--- src/rtl/i2c_pkg.sv ---
// ============================================================================
// Module  : i2c_pkg
// Brief   : Shared types and constants for the write-only I2C master.
// Revision: 1.0 - initial release
// ============================================================================
`default_nettype none

package i2c_pkg;

    typedef enum logic [2:0] {
        IDLE  = 3'd0,
        START = 3'd1,
        ADDR1 = 3'd2,
        ADDR2 = 3'd3,
        DATA  = 3'd4,
        ACK   = 3'd5,
        STOP  = 3'd6
    } state_t;

    typedef logic [1:0] phase_t;

    localparam logic [4:0] ADDR10_PREFIX = 5'b11110;

    // First address byte on the wire; R/W is always 0 (write).
    function automatic logic [7:0] addr_byte1(input logic [9:0] addr, input logic mode10);
        return mode10 ? {ADDR10_PREFIX, addr[9:8], 1'b0} : {addr[6:0], 1'b0};
    endfunction

endpackage

`default_nettype wire

--- src/rtl/i2c_scl_divider.sv ---
// ============================================================================
// Module  : i2c_scl_divider
// Brief   : Quarter-period tick generator with synchronous clear and hold.
// Revision: 1.0 - initial release
// ============================================================================
`default_nettype none

module i2c_scl_divider #(
    parameter int CLK_DIV = 10
) (
    input  logic clk,
    input  logic n_rst,
    input  logic clr_i,
    input  logic hold_i,
    output logic qtick_o
);

    localparam int            CNT_W = (CLK_DIV > 1) ? $clog2(CLK_DIV) : 1;
    localparam logic [CNT_W-1:0] C_LAST = CNT_W'(CLK_DIV - 1);

    logic [CNT_W-1:0] cnt_q;

    always_ff @(posedge clk or negedge n_rst) begin
        if (!n_rst) begin
            cnt_q <= '0;
        end else if (clr_i) begin
            cnt_q <= '0;
        end else if (!hold_i) begin
            cnt_q <= (cnt_q == C_LAST) ? '0 : cnt_q + 1'b1;
        end
    end

    assign qtick_o = (cnt_q == C_LAST) && !hold_i && !clr_i;

endmodule

`default_nettype wire

--- src/rtl/i2c_master_tx.sv ---
// ============================================================================
// Module  : i2c_master_tx
// Brief   : Write-only I2C master: START, 7/10-bit address, N data bytes, STOP.
//           Optional SCL clock stretching when I2C_CLOCK_STRETCH_EN is defined.
// Revision: 1.0 - initial release
// ============================================================================
`default_nettype none

module i2c_master_tx
    import i2c_pkg::*;
#(
    parameter int CLK_DIV = 10
) (
    input  logic       clk,
    input  logic       n_rst,
    input  logic       SDA_sync,
    input  logic       SCL_sync,
    input  logic       cmd_start,
    input  logic [9:0] bus_address,
    input  logic       address_mode,
    input  logic [7:0] num_bytes,
    input  logic [7:0] tx_data,
    output logic       tx_ready,
    output logic       busy,
    output logic       done,
    output logic       nack,
    output logic       SDA_out,
    output logic       SCL_out
);

    state_t     state_q, state_d;
    state_t     ret_q, ret_d;
    phase_t     phase_q, phase_d;
    logic [7:0] shift_q, shift_d;
    logic [3:0] bit_cnt_q, bit_cnt_d;
    logic [7:0] byte_cnt_q, byte_cnt_d;
    logic [9:0] addr_q, addr_d;
    logic       mode10_q, mode10_d;
    logic       nack_seen_q, nack_seen_d;
    logic       load_q, load_d;
    logic       done_q, done_d;
    logic       nack_q, nack_d;
    logic       w_qtick;
    logic       w_hold;
    logic       w_end_q;

`ifdef I2C_CLOCK_STRETCH_EN
    // A slave holding SCL low while we release it freezes the high phase.
    assign w_hold = SCL_out && !SCL_sync && phase_q[1];
`else
    assign w_hold = 1'b0;
    wire unused_scl_sync = SCL_sync;
`endif

    i2c_scl_divider #(.CLK_DIV(CLK_DIV)) u_div (
        .clk     (clk),
        .n_rst   (n_rst),
        .clr_i   (state_q == IDLE),
        .hold_i  (w_hold),
        .qtick_o (w_qtick)
    );

    assign w_end_q  = w_qtick && (phase_q == 2'd3);
    assign tx_ready = load_q;
    assign busy     = (state_q != IDLE);
    assign done     = done_q;
    assign nack     = nack_q;

    always_ff @(posedge clk or negedge n_rst) begin
        if (!n_rst) begin
            state_q     <= IDLE;
            ret_q       <= IDLE;
            phase_q     <= '0;
            shift_q     <= '0;
            bit_cnt_q   <= '0;
            byte_cnt_q  <= '0;
            addr_q      <= '0;
            mode10_q    <= 1'b0;
            nack_seen_q <= 1'b0;
            load_q      <= 1'b0;
            done_q      <= 1'b0;
            nack_q      <= 1'b0;
        end else begin
            state_q     <= state_d;
            ret_q       <= ret_d;
            phase_q     <= phase_d;
            shift_q     <= shift_d;
            bit_cnt_q   <= bit_cnt_d;
            byte_cnt_q  <= byte_cnt_d;
            addr_q      <= addr_d;
            mode10_q    <= mode10_d;
            nack_seen_q <= nack_seen_d;
            load_q      <= load_d;
            done_q      <= done_d;
            nack_q      <= nack_d;
        end
    end

    always_comb begin
        state_d     = state_q;
        ret_d       = ret_q;
        phase_d     = w_qtick ? phase_q + 2'd1 : phase_q;
        shift_d     = shift_q;
        bit_cnt_d   = bit_cnt_q;
        byte_cnt_d  = byte_cnt_q;
        addr_d      = addr_q;
        mode10_d    = mode10_q;
        nack_seen_d = nack_seen_q;
        load_d      = 1'b0;
        done_d      = 1'b0;
        nack_d      = 1'b0;
        SDA_out     = 1'b1;
        SCL_out     = 1'b1;

        case (state_q)
            IDLE: begin
                phase_d = '0;
                if (cmd_start) begin
                    state_d    = START;
                    addr_d     = bus_address;
                    mode10_d   = address_mode;
                    byte_cnt_d = num_bytes;
                end
            end
            START: begin
                SDA_out = !phase_q[1];
                SCL_out = (phase_q != 2'd3);
                if (w_end_q) begin
                    state_d   = ADDR1;
                    shift_d   = addr_byte1(addr_q, mode10_q);
                    bit_cnt_d = '0;
                end
            end
            ADDR1, ADDR2, DATA: begin
                SCL_out = phase_q[1];
                // The new byte is not in the shifter yet on its load cycle.
                SDA_out = load_q ? tx_data[7] : shift_q[7];
                if (load_q) begin
                    shift_d    = tx_data;
                    byte_cnt_d = byte_cnt_q - 8'd1;
                end
                if (w_end_q) begin
                    if (bit_cnt_q == 4'd7) begin
                        state_d     = ACK;
                        ret_d       = state_q;
                        nack_seen_d = 1'b0;
                        bit_cnt_d   = '0;
                    end else begin
                        shift_d   = {shift_q[6:0], 1'b0};
                        bit_cnt_d = bit_cnt_q + 4'd1;
                    end
                end
            end
            ACK: begin
                SCL_out = phase_q[1];
                if (w_qtick && (phase_q == 2'd2) && SDA_sync) begin
                    nack_seen_d = 1'b1;
                    nack_d      = 1'b1;
                end
                if (w_end_q) begin
                    if (nack_seen_q) begin
                        state_d = STOP;
                    end else if ((ret_q == ADDR1) && mode10_q) begin
                        state_d = ADDR2;
                        shift_d = addr_q[7:0];
                    end else if (byte_cnt_q != 8'd0) begin
                        state_d = DATA;
                        load_d  = 1'b1;
                    end else begin
                        state_d = STOP;
                    end
                end
            end
            STOP: begin
                SDA_out = phase_q[1];
                SCL_out = (phase_q != 2'd0);
                if (w_end_q) begin
                    state_d = IDLE;
                    done_d  = 1'b1;
                end
            end
            default: begin
                state_d = IDLE;
            end
        endcase
    end

endmodule

`default_nettype wire
--- config.mk ---
export PLATFORM = sky130hd
export DESIGN_NAME = i2c_master_tx
export DESIGN_NICKNAME = d
export VERILOG_FILES = /design/src/rtl/i2c_pkg.sv /design/src/rtl/i2c_scl_divider.sv /design/src/rtl/i2c_master_tx.sv
export SDC_FILE = /design/constraint.sdc
export NUM_CORES = 1
export LEC_CHECK = 0
export CAP_MARGIN = 20
export CORE_ASPECT_RATIO = 0.6
export CORE_MARGIN = 3
export CORE_UTILIZATION = 58
export CTS_BUF_LIST = sky130_fd_sc_hd__clkbuf_2 sky130_fd_sc_hd__clkbuf_4 sky130_fd_sc_hd__clkbuf_8
export DETAILED_ROUTE_END_ITERATION = 10
export HOLD_SLACK_MARGIN = 0.03
export PLACE_DENSITY = 0.83
export SYNTH_ARGS = -nofsm -noshare
export SYNTH_HDL_FRONTEND = slang
export SYNTH_SLANG_ARGS = --single-unit
--- constraint.sdc ---
create_clock -name clk -period 2.7 [get_ports clk]
set_clock_uncertainty 0.05 [all_clocks]
set_input_delay 0.27 -clock clk [delete_from_list [all_inputs] [get_ports clk]]
set_output_delay 0.27 -clock clk [all_outputs]
set_load 0.05 [all_outputs]
# ---- Word level (Yosys, flattened, before mapping)
# Index checks and enable logic that the tools add are counted.
dict set report op_classes {
  bitwise 0
  shift 0
  n_eq_ne 22
  mux 46
  order_cmp 0
  add_sub_neg 4
  mul 0
  n_reduce_logical 25
  div_mod_pow 0
}
# op count
set ops {}
lappend ops {{$mux 8} 10}
lappend ops {{$mux 3} 8}
lappend ops {{$pmux 8 s3} 1}
lappend ops {{$ne 2x2->1 const B} 11}
lappend ops {{$mux 4} 5}
lappend ops {{$pmux 8 s2} 1}
lappend ops {{$pmux 3 s5} 1}
lappend ops {{$mux 1} 13}
lappend ops {{$reduce_bool 2->1} 5}
lappend ops {{$eq 3x2->1 const B} 3}
lappend ops {{$eq 3x3->1 const B} 3}
lappend ops {{$reduce_and 3->1} 3}
lappend ops {{$add 4x1->4 const B} 2}
lappend ops {{$pmux 4 s2} 1}
lappend ops {{$reduce_bool 8->1} 1}
lappend ops {{$sub 8x1->8 const B} 1}
lappend ops {{$mux 2} 3}
lappend ops {{$pmux 1 s3} 2}
lappend ops {{$reduce_and 6->1} 1}
lappend ops {{$reduce_bool 3->1} 2}
lappend ops {{$logic_and 1x1->1} 5}
lappend ops {{$reduce_and 5->1} 1}
lappend ops {{$eq 2x2->1 const B} 2}
lappend ops {{$eq 4x3->1 const B} 1}
lappend ops {{10 further kinds} 11}
dict set report word_totals {
  inputBits 32
  register_bits 47
  n_memories 0
  output_inout_bits 6
  latchBits 0
  elab_cells 110
  mem_bits_rw 0
  mem_bits_ro 0
}

# ---- Longest topological paths before layout
# Gate-level depths: netlist of run 1.
dict set report logic_depth {
  depth_word 7
  ltp_mapped 8
  mapped_depth_nobuf 6
}

# ---- Modules after synthesis
# A second synthesis of run 1 with hierarchy kept.
dict set report unflattened {
  cells_unflattened 304
  area_unflattened_um2 2984.1
}
# mod area_per_inst_um2 seq_area_each_um2 cells_per_inst instances
set modules_own_cells {}
lappend modules_own_cells {i2c_master_tx 2747.6 1076.0 279 1}
lappend modules_own_cells {i2c_scl_divider 236.5 100.1 25 1}

# ---- Worst setup path before layout of run 1
# Ideal clock, no wire load.
dict set report synth_path {
  path_type {register to output}
  startpoint {register state_q[2]}
  endpoint {output SCL_out}
  t_required_ps 2380
  n_path_buf 2
  arrival_ps 2052
  path_stages_with_launch 7
  slack_ps 328
  path_cell_list {dfrtp_1 -> buf_6 -> buf_2 -> inv_1 -> nand3_1 -> o21ai_0 -> o21ai_0}
}
dict set report synth_via {
  elab_chain_len 3
  elab_cells_between_ends 8
  cone_classes {eq/ne: 6; mux: 1; reduce/logical: 1}
}
# item line_no
set synth_rtl {}
lappend synth_rtl {{start: declaration} i2c_master_tx.sv:31} ;# state_t state_q, state_d;
lappend synth_rtl {{start signal: assignment} i2c_master_tx.sv:84} ;# state_q <= state_d;
lappend synth_rtl {{$eq 3x3->1 / $eq 3x2->1 (equally long branches)} i2c_master_tx.sv:115} ;# case (state_q)
lappend synth_rtl {{$reduce_or 4->1 (no source line)} -}
lappend synth_rtl {{$pmux 1 s3 *} i2c_master_tx.sv:115}
lappend synth_rtl {{end: declaration} i2c_master_tx.sv:28} ;# output logic SCL_out
# Mark *: on every way between the ends. The rest lies on a longest branch, timed or not.

# ---- Worst setup path after layout of run 1
# Ends and elaborated chain as after synthesis.

==> results of run 1 <==
-- metrics by stage --
step | utilization, % | area [um2] | hold slack, ns | std cells | power [mW]
after CTS | 72.3 | 3450 | 0.135 | 397 | 2.91
after detailed placement | 70.4 | 3360 | 0.432 | 389 | 2.47
after global routing | 72.9 | 3480 | 0.446 | 399 | 3.14
final | 72.9 | 3480 | 0.411 | 399 | 2.91
after global placement | 70.4 | 3360 | 0.432 | 389 | 2.42
after floorplan | - | 2990 | -0.0756 | 303 | 2.12
-- metal layers --
metal / wire length (um) / vias to the layer above / GRT usage [%]
li1: - / 1200 / -
met1: 3280 / 1196 / 37.0
met2: 3070 / 134 / 36.9
met3: 618 / 9 / 5.66
met4: 57 / 0 / 5.25
met5: 0 / - / 0
-- cell usage in the layout, fill, tap and decap left out, types with 3 or more instances in the layout --
cell type	netlist	final
a21o_1	3	3
a21oi_1	22	22
a22o_1	4	4
a22oi_1	4	4
a31oi_1	6	6
a41oi_2	4	4
and2_1	4	4
and3_1	4	4
buf_12	1	3
buf_4	2	7
clkbuf_8	0	5
clkdlybuf4s50_1	0	33
dfrtp_1	47	47
ha_1	8	8
inv_1	10	10
mux2_2	15	15
mux2i_1	8	8
nand2_1	9	9
nand3_1	16	16
nor2_1	24	24
nor2b_1	3	3
nor3_1	9	9
o211ai_1	5	5
o21ai_0	18	18
o2bb2ai_1	10	10
o31ai_1	4	4
-- flip-flops by register name, indices dropped and copies added, names as in the netlist, 2 cells and up --
signal / cells
byte_cnt_q: 8
ret_q: 3
state_q: 3
bit_cnt_q: 4
shift_q: 8
addr_q: 10
phase_q: 2
u_div.cnt_q: 4
-- final timing paths --
| path | start | to | slack (ns) | depth (start not counted) |
|---|---|---|---|---|
| min | n_rst | bit_cnt_q[2]$_DFFE_PN0P_ | 0.41 | 2 |
| max | state_q[2]$_DFFE_PN0P_ | SCL_out | 0.16 | 5 |
| max in group asynchronous | n_rst | shift_q[0]$_DFFE_PN0P_ | 1.68 | 3 |
| max reg2reg | state_q[2]$_DFFE_PN0P_ | shift_q[0]$_DFFE_PN0P_ | 0.36 | 5 |
| min reg2reg | u_div.cnt_q[0]$_DFF_PN0_ | u_div.cnt_q[0]$_DFF_PN0_ | 0.45 | 1 |
| min in group clk | u_div.cnt_q[0]$_DFF_PN0_ | u_div.cnt_q[0]$_DFF_PN0_ | 0.45 | 1 |
-- layout make-up --
cell class	count	area share [%]
Tap cell	63	2.26
Timing Repair Buffer	45	13.1
Clock inverter	1	0.144
Sequential cell	47	33.8
Multi-Input combinational cell	225	47.1
Clock buffer	7	2.41
Inverter	11	1.19
-- report_power, final --
| group | leakage (nW) | switching (mW) | internal, mW |
|---|---|---|---|
| registers | 0.580 | 0.252 | 0.946 |
| clock network | 0.0491 | 0.238 | 0.202 |
| logic | 0.797 | 0.673 | 0.602 |
-- logic make-up (layout without fill, tap and decap cells) --
family,count (synthesis),count (layout),synth area share [%]
mux,24,24,8.70
flops,47,47,39.3
xor+xnor,3,3,0.878
simple gates,91,91,17.7
fa+ha+maj,9,9,3.68
compound gates,98,98,23.9
buf+inv,31,64,5.85
==> flow_metrics.env, run 1 <==
export IMPL_outcome="finished, final reports clean"
export IMPL_timing_fmax_ghz=0.394
export IMPL_syn_nets=343
export IMPL_grt_max_degree=48
export IMPL_hp_class="primary input to asynchronous set/reset pin"
export IMPL_cp_slowest_cell="dfrtp_1"
export IMPL_worst_pin_slew_ns=0.706
export IMPL_drt_wl_total_um=7020
export IMPL_yosysWarnings=0
export IMPL_synth_area_leaders="dfrtp_1 (39%), mux2_2 (5.6%), a21oi_1 (3.7%), ha_1 (3.3%), o21ai_0 (3.0%)"
export IMPL_path_cells="inv_1 > nand3_1 > o21ai_0 > o21ai_0 > buf_12"
export IMPL_dr_pass1_iters=5
export IMPL_cts_htree_levels=2
export IMPL_drtIter0Drc=260
export IMPL_ir_drop_uv=486
export IMPL_finalMaxSlewViolations=0
export IMPL_gr_total_overflow=0
export IMPL_die_area_um2=6080
export IMPL_yosysUniqueCellTypes=65
export IMPL_rsz0062_at_grt="no"
export IMPL_maxCapViolCount=0
export IMPL_multiInputGateArea_um2=1640
export IMPL_synthToLayoutAreaGrowth_pct=16.4
export IMPL_syn_inst=303
export IMPL_grt_antenna_before_repair=0
export IMPL_hold_viol=0
export IMPL_layout_drive_gt1_share_pct=14.6
export IMPL_clockRootBuffer="clkbuf_8"
export IMPL_grt_pass1_wl_um=11700
export IMPL_grt_pass1_vias=2340
export IMPL_criticalPathCategory="flop to output port"
export IMPL_end_kind="output port"
export IMPL_path_clk_slew_ns=0.09
export IMPL_drcViolationCount=0
export IMPL_antenna_left=0
export IMPL_worstPathArrival_ns=2.22
export IMPL_cts_buffer_depth=2
export IMPL_synth_edf_count=0
export IMPL_cts_tree="done"
export IMPL_ys_ff_latch=47
export IMPL_crit_family="flip-flops"
export IMPL_setup_viol=0
export IMPL_start_util_pct=62.6
export IMPL_rows=19
export IMPL_cts_resized=0
export IMPL_postSynthAreaPerCell_um2=9.87
export IMPL_diodes=0
export IMPL_hold_buffers=0
export IMPL_cts_sinks=47
export IMPL_synth_seq_area_share_pct=39.3
export IMPL_post_cts_buffers=0
export IMPL_path_max_fanout=21
export IMPL_cts_buffers=5
export IMPL_regArea_um2=1180
export IMPL_setup_tns_ns=0
export IMPL_cp_required_ns=2.38
export IMPL_max_stage_delay_ns=0.80
export IMPL_place_ws_ns=0.424
export IMPL_p_per_area_nw_per_um2=836
export IMPL_fin_ws_ns=0.163
export IMPL_place_hpwl_um=5120
export IMPL_yosysTopAreaCellShare_pct=39.3
export IMPL_ioPinCount=38
export IMPL_num_nets_final=375
export IMPL_die_w_um=98.7
export IMPL_ys_flop_type="dfrtp_1"
export IMPL_yosysMostFrequentCell="dfrtp_1"
export IMPL_die_h_um=61.6
export IMPL_p_leak_nw=1.43
export IMPL_period_needed_ns=2.54
export IMPL_cp_start_kind="flop"
export IMPL_synth_top_area_cell="dfrtp_1"
export IMPL_netlist_top_cells_count="dfrtp_1 (47), nor2_1 (24), a21oi_1 (22), o21ai_0 (18), nand3_1 (16)"
export IMPL_ys_async_sr_fraction_pct=100
export IMPL_port_buffers=36
export IMPL_gp_congestion=0.927
export IMPL_grt_usage_pct=24.7
export IMPL_worst_path_buf_inv=2
export IMPL_syn_area_um2=2990
export IMPL_max_slew_margin_pct=52.6
export IMPL_fillers=374
export IMPL_core_um2=4780
export IMPL_vias=2539
export IMPL_vias_per_cell=6.36
export IMPL_timing_final_crit_share_pct=94.0
export IMPL_avgRoutedWirePerCell_um=17.6
export IMPL_clock_latency_ns=0.30
export IMPL_crit_path_frequent_cell="o21ai_0"
(Power assumes the default switching activity.)
==> run 2, diff against run 1 <==
MAX_ROUTING_LAYER = met4   (was unset)
==> flow_metrics.env, run 2 (synthesis gave the netlist of run 1 again) <==
export IMPL_dpl_instance_area_um2=3360
export IMPL_finalMaxSlewViolations=0
export IMPL_hold_viol=0
export IMPL_final_cell_mix="dfrtp_1 (47), clkdlybuf4s50_1 (33), nor2_1 (24)"
export IMPL_final_area_um2=3480
export IMPL_timing_final_crit_share_pct=93.8
export IMPL_grt_pass1_vias=2343
export IMPL_die_area_um2=6080
export IMPL_p_per_area_nw_per_um2=835
export IMPL_worstPathArrival_ns=2.21
export IMPL_reg_top3="addr_q: 10 flops, byte_cnt_q: 8 flops, shift_q: 8 flops"
export IMPL_drcViolationCount=0
export IMPL_cp_required_ns=2.38
export IMPL_gr_total_overflow=0
export IMPL_fillers=374
export IMPL_final_common_cell="dfrtp_1"
export IMPL_clock_latency_ns=0.30
export IMPL_ir_drop_uv=486
export IMPL_vias_per_cell=6.35
export IMPL_dp_cells=389
export IMPL_drtIter0Drc=223
export IMPL_largest_reg_flops=10
export IMPL_multiInputGateArea_um2=1640
export IMPL_path_clk_slew_ns=0.08
export IMPL_worst_pin_slew_ns=0.701
export IMPL_port_buffers=36
export IMPL_path_max_fanout=21
export IMPL_period_needed_ns=2.53
export IMPL_cp_start_kind="flop"
export IMPL_clockRootBuffer="clkbuf_8"
export IMPL_regArea_um2=1180
export IMPL_post_route_util_pct=72.9
export IMPL_setup_tns_ns=0
export IMPL_gp_congestion=0.943
export IMPL_p_leak_nw=1.43
export IMPL_maxCapViolCount=0
export IMPL_end_kind="output port"
export IMPL_layout_drive_gt1_share_pct=14.6
export IMPL_die_w_um=98.7
export IMPL_diodes=0
export IMPL_core_um2=4780
export IMPL_antenna_left=0
export IMPL_num_nets_final=375
export IMPL_grt_max_degree=48
export IMPL_drt_wl_total_um=6990
export IMPL_outcome="finished, final reports clean"
export IMPL_timing_fmax_ghz=0.395
export IMPL_die_h_um=61.6
export IMPL_cts_htree_levels=2
export IMPL_cts_tree="done"
export IMPL_place_hpwl_um=5120
export IMPL_start_util_pct=62.6
export IMPL_post_cts_buffers=0
export IMPL_cts_sinks=47
export IMPL_largest_register="addr_q"
export IMPL_synthToLayoutAreaGrowth_pct=16.4
export IMPL_grt_pass1_wl_um=11700
export IMPL_setup_viol=0
export IMPL_grt_antenna_before_repair=0
export IMPL_criticalPathCategory="flop to output port"
export IMPL_vias=2535
export IMPL_cts_buffers=5
export IMPL_rows=19
export IMPL_ioPinCount=38
export IMPL_cts_buffer_depth=2
export IMPL_max_slew_margin_pct=52.9
export IMPL_grt_usage_pct=25.5
export IMPL_rsz0062_at_grt="no"
export IMPL_final_cells=399
export IMPL_avgRoutedWirePerCell_um=17.5
export IMPL_dr_pass1_iters=5
export IMPL_hp_class="primary input to asynchronous set/reset pin"
==> run 2: cell counts in the layout (fill, tap and decap cells not counted) <==
No cell type changed its count.
==> run 2: path summary, 6_finish.rpt <==
path,from,endpoint,slack [ns],depth (start not counted)
min in group clk,u_div.cnt_q[0]$_DFF_PN0_,u_div.cnt_q[0]$_DFF_PN0_,0.44,1
max,state_q[2]$_DFFE_PN0P_,SCL_out,0.17,5
max reg2reg,state_q[2]$_DFFE_PN0P_,shift_q[0]$_DFFE_PN0P_,0.36,5
max in group asynchronous,n_rst,shift_q[0]$_DFFE_PN0P_,1.68,3
min reg2reg,u_div.cnt_q[0]$_DFF_PN0_,u_div.cnt_q[0]$_DFF_PN0_,0.44,1
min,n_rst,bit_cnt_q[2]$_DFFE_PN0P_,0.41,2
==> run 2: stage by stage <==
stage | power [mW] | hold slack (ns) | worst slack, ns
after global routing | 3.14 | 0.446 | 0.0732
after global placement | 2.42 | 0.432 | 0.519
after detailed placement | 2.47 | 0.432 | 0.424
after CTS | 2.91 | 0.135 | 0.202
final | 2.91 | 0.414 | 0.167
after floorplan | 2.12 | -0.0756 | 0.328
==> run 2: what timing repair did <==
| action | CTS | global route |
|---|---|---|
| endpoints found under the hold margin | 0 | 20 |
| resized for setup | 0 | 0 |
| hold buffers | 0 | 1 |
==> run 2: power breakdown <==
group | switching (mW) | internal [mW] | total (mW)
registers | 0.250 | 0.946 | 1.20
logic | 0.672 | 0.602 | 1.27
clock network | 0.236 | 0.202 | 0.438
total | 1.16 | 1.75 | 2.91
==> run 2: per-layer routing <==
| layer | vias to the layer above | part of all wire [%] | track usage, % |
|---|---|---|---|
| met1 | 1202 | 47 | 36.8 |
| met2 | 125 | 43 | 37.0 |
| met3 | 9 | 9.5 | 5.66 |
| li1 | 1199 | - | - |
| met4 | 0 | 0.67 | 5.25 |
| met5 | - | 0 | - |
==> run 2: worst max-delay path: stages, from the launching register on <==
cell and delay (ns):
dfrtp_1 0.79, inv_1 0.32, nand3_1 0.15, o21ai_0 0.09, o21ai_0 0.35, buf_12 0.19
==> run 2: final cells by class <==
cell class	count	area share, %
repair buffers	45	13.1
clock inverters	1	0.144
multi-input cells	225	47.1
clock buffers	7	2.41
well taps	63	2.26
inverters	11	1.19
flip-flops and latches	47	33.8
==> run 3, diff against run 2 <==
CORE_UTILIZATION = 62   (was 58)
PLACE_DENSITY = 0.88   (was 0.83)
clock period = 3.1 ns   (was 2.7 ns; I/O delays follow)
==> flow_metrics.env, run 3 (synthesis gave the netlist of run 1 again) <==
export IMPL_outcome="finished, final reports clean"
export IMPL_timing_fmax_ghz=0.368
export IMPL_setup_tns_ns=0
export IMPL_largest_register="addr_q"
export IMPL_grt_usage_pct=29.4
export IMPL_rsz0062_at_grt="no"
export IMPL_met1_length_um=3390
export IMPL_cts_buffers=5
export IMPL_vias_per_cell=6.65
export IMPL_grt_pass1_vias=2513
export IMPL_combPwrFrac_pct=42.7
export IMPL_r2r_worst_path_cells=4
export IMPL_period_needed_ns=2.72
export IMPL_r2r_slack_ns=0.70
export IMPL_cp_start_kind="flop"
export IMPL_dp_cells=383
export IMPL_p_switching_mw=1.04
export IMPL_final_cells=393
export IMPL_grt_pass1_wl_um=12500
export IMPL_worstPathArrival_ns=2.36
export IMPL_place_hpwl_um=5420
export IMPL_hold_viol=0
export IMPL_clockRootBuffer="clkbuf_8"
export IMPL_drt_wl_total_um=7550
export IMPL_gr_total_overflow=0
export IMPL_hp_class="flop to flop"
export IMPL_die_h_um=59.8
export IMPL_rows=18
export IMPL_seqPwrFrac_pct=42.0
export IMPL_hold_depth=1
export IMPL_largest_reg_flops=10
export IMPL_swShare_pct=41.3
export IMPL_dr_pass1_iters=5
export IMPL_path_max_fanout=17
export IMPL_cts_htree_levels=2
export IMPL_min_delay_start="u_div.cnt_q[0]$_DFF_PN0_"
export IMPL_die_area_um2=5720
export IMPL_finalMaxSlewViolations=0
export IMPL_maxCapViolCount=0
export IMPL_grt_antenna_before_repair=0
export IMPL_wl_met3_um=584
export IMPL_clock_power_share_pct=15.3
export IMPL_worst_pin_slew_ns=0.583
export IMPL_path_clk_slew_ns=0.09
export IMPL_end_kind="output port"
export IMPL_dr_wl_met2_um=3530
export IMPL_diodes=0
export IMPL_gp_congestion=0.883
export IMPL_max_slew_margin_pct=60.9
export IMPL_worstReg2RegStart="mode10_q$_DFFE_PN0P_"
export IMPL_final_common_cell="dfrtp_1"
export IMPL_intPower_mw=1.47
export IMPL_antenna_left=0
export IMPL_maxUsedRoutingLayer="met4"
export IMPL_synthToLayoutAreaGrowth_pct=15.0
export IMPL_ioPinCount=38
export IMPL_p_per_area_nw_per_um2=731
export IMPL_final_cell_mix="dfrtp_1 (47), clkdlybuf4s50_1 (33), nor2_1 (24)"
export IMPL_start_util_pct=68.5
export IMPL_hold_path_end="u_div.cnt_q[0]$_DFF_PN0_"
export IMPL_grt_max_degree=48
export IMPL_post_cts_buffers=0
export IMPL_reg_top3="addr_q: 10 flops, byte_cnt_q: 8 flops, shift_q: 8 flops"
export IMPL_layout_drive_gt1_share_pct=13.8
export IMPL_clock_latency_ns=0.30
export IMPL_cts_sinks=47
export IMPL_setup_viol=0
export IMPL_vias=2614
export IMPL_core_um2=4370
export IMPL_cts_buffer_depth=2
export IMPL_timing_rr_end="shift_q[0]$_DFFE_PN0P_"
export IMPL_num_nets_final=372
export IMPL_timing_final_crit_share_pct=87.6
export IMPL_drcViolationCount=0
export IMPL_port_buffers=36
export IMPL_cp_required_ns=2.74
export IMPL_cts_resized=0
export IMPL_criticalPathCategory="flop to output port"
export IMPL_ir_drop_uv=463
export IMPL_drtIter0Drc=258
export IMPL_p_leak_nw=1.40
export IMPL_cts_tree="done"
export IMPL_post_route_util_pct=78.7
export IMPL_die_w_um=95.7
export IMPL_avgRoutedWirePerCell_um=19.2
## run 3: cell count changes in the layout (fill, tap and decap cells not counted), sizes merged
cell | before | now
buf | 11 | 8
## run 3: power groups by stage
stage          Combinational, mW  Clock, mW  Sequential (mW)
2_1_floorplan              0.888          0            0.958
3_3_place_gp                1.00          0             1.04
3_5_place_dp                1.06          0             1.06
4_1_cts                     1.06      0.380             1.05
5_1_grt                     1.18      0.415             1.09
6_report                    1.07      0.385             1.06
## run 3: timing repair
| item | in CTS | in global routing |
|---|---|---|
| endpoints found under the hold margin | 0 | 22 |
| hold buffers | 0 | 1 |
| endpoints found under the setup margin | 0 | 0 |
## run 3: worst max-delay path by stage
stage	start	endpoint	slack, ns
after detailed placement	phase_q[1]$_DFFE_PN0P_	shift_q[0]$_DFFE_PN0P_	0.77
final	state_q[0]$_DFFE_PN0P_	busy	0.38
after floorplan	state_q[2]$_DFFE_PN0P_	SCL_out	0.69
after CTS	state_q[0]$_DFFE_PN0P_	busy	0.43
after global placement	state_q[0]$_DFFE_PN0P_	busy	0.81
after global routing	state_q[0]$_DFFE_PN0P_	busy	0.31
## run 3: final cells by class
cell class	instances	area [um2]
multi-input cells	225	1640
flip-flops and latches	47	1180
fillers	304	930
repair buffers	42	418
clock buffers	7	83.8
well taps	60	75.1
inverters	11	41.3
clock inverters	1	5.00
## run 3: critical path: stages, from the launching register on
cell and delay, ns:
dfrtp_1 0.60, nor3_4 0.50, inv_1 0.20, clkdlybuf4s50_1 0.74
## run 3: layer usage
metal | global-route usage, % | vias up
met1 | 41.1 | 1288
met5 | - | -
li1 | - | 1193
met2 | 45.6 | 125
met3 | 4.91 | 8
met4 | 6.07 | 0
## run 3: through the flow
step / hold WS, ns / setup slack, ns / power (mW) / cell area, um2
floorplan: -0.0356 / 0.688 / 1.85 / 2990
global placement: 0.426 / 0.809 / 2.04 / 3310
detailed placement: 0.435 / 0.767 / 2.11 / 3310
CTS: 0.175 / 0.431 / 2.49 / 3400
global route: 0.477 / 0.305 / 2.69 / 3440
finish: 0.446 / 0.385 / 2.51 / 3440
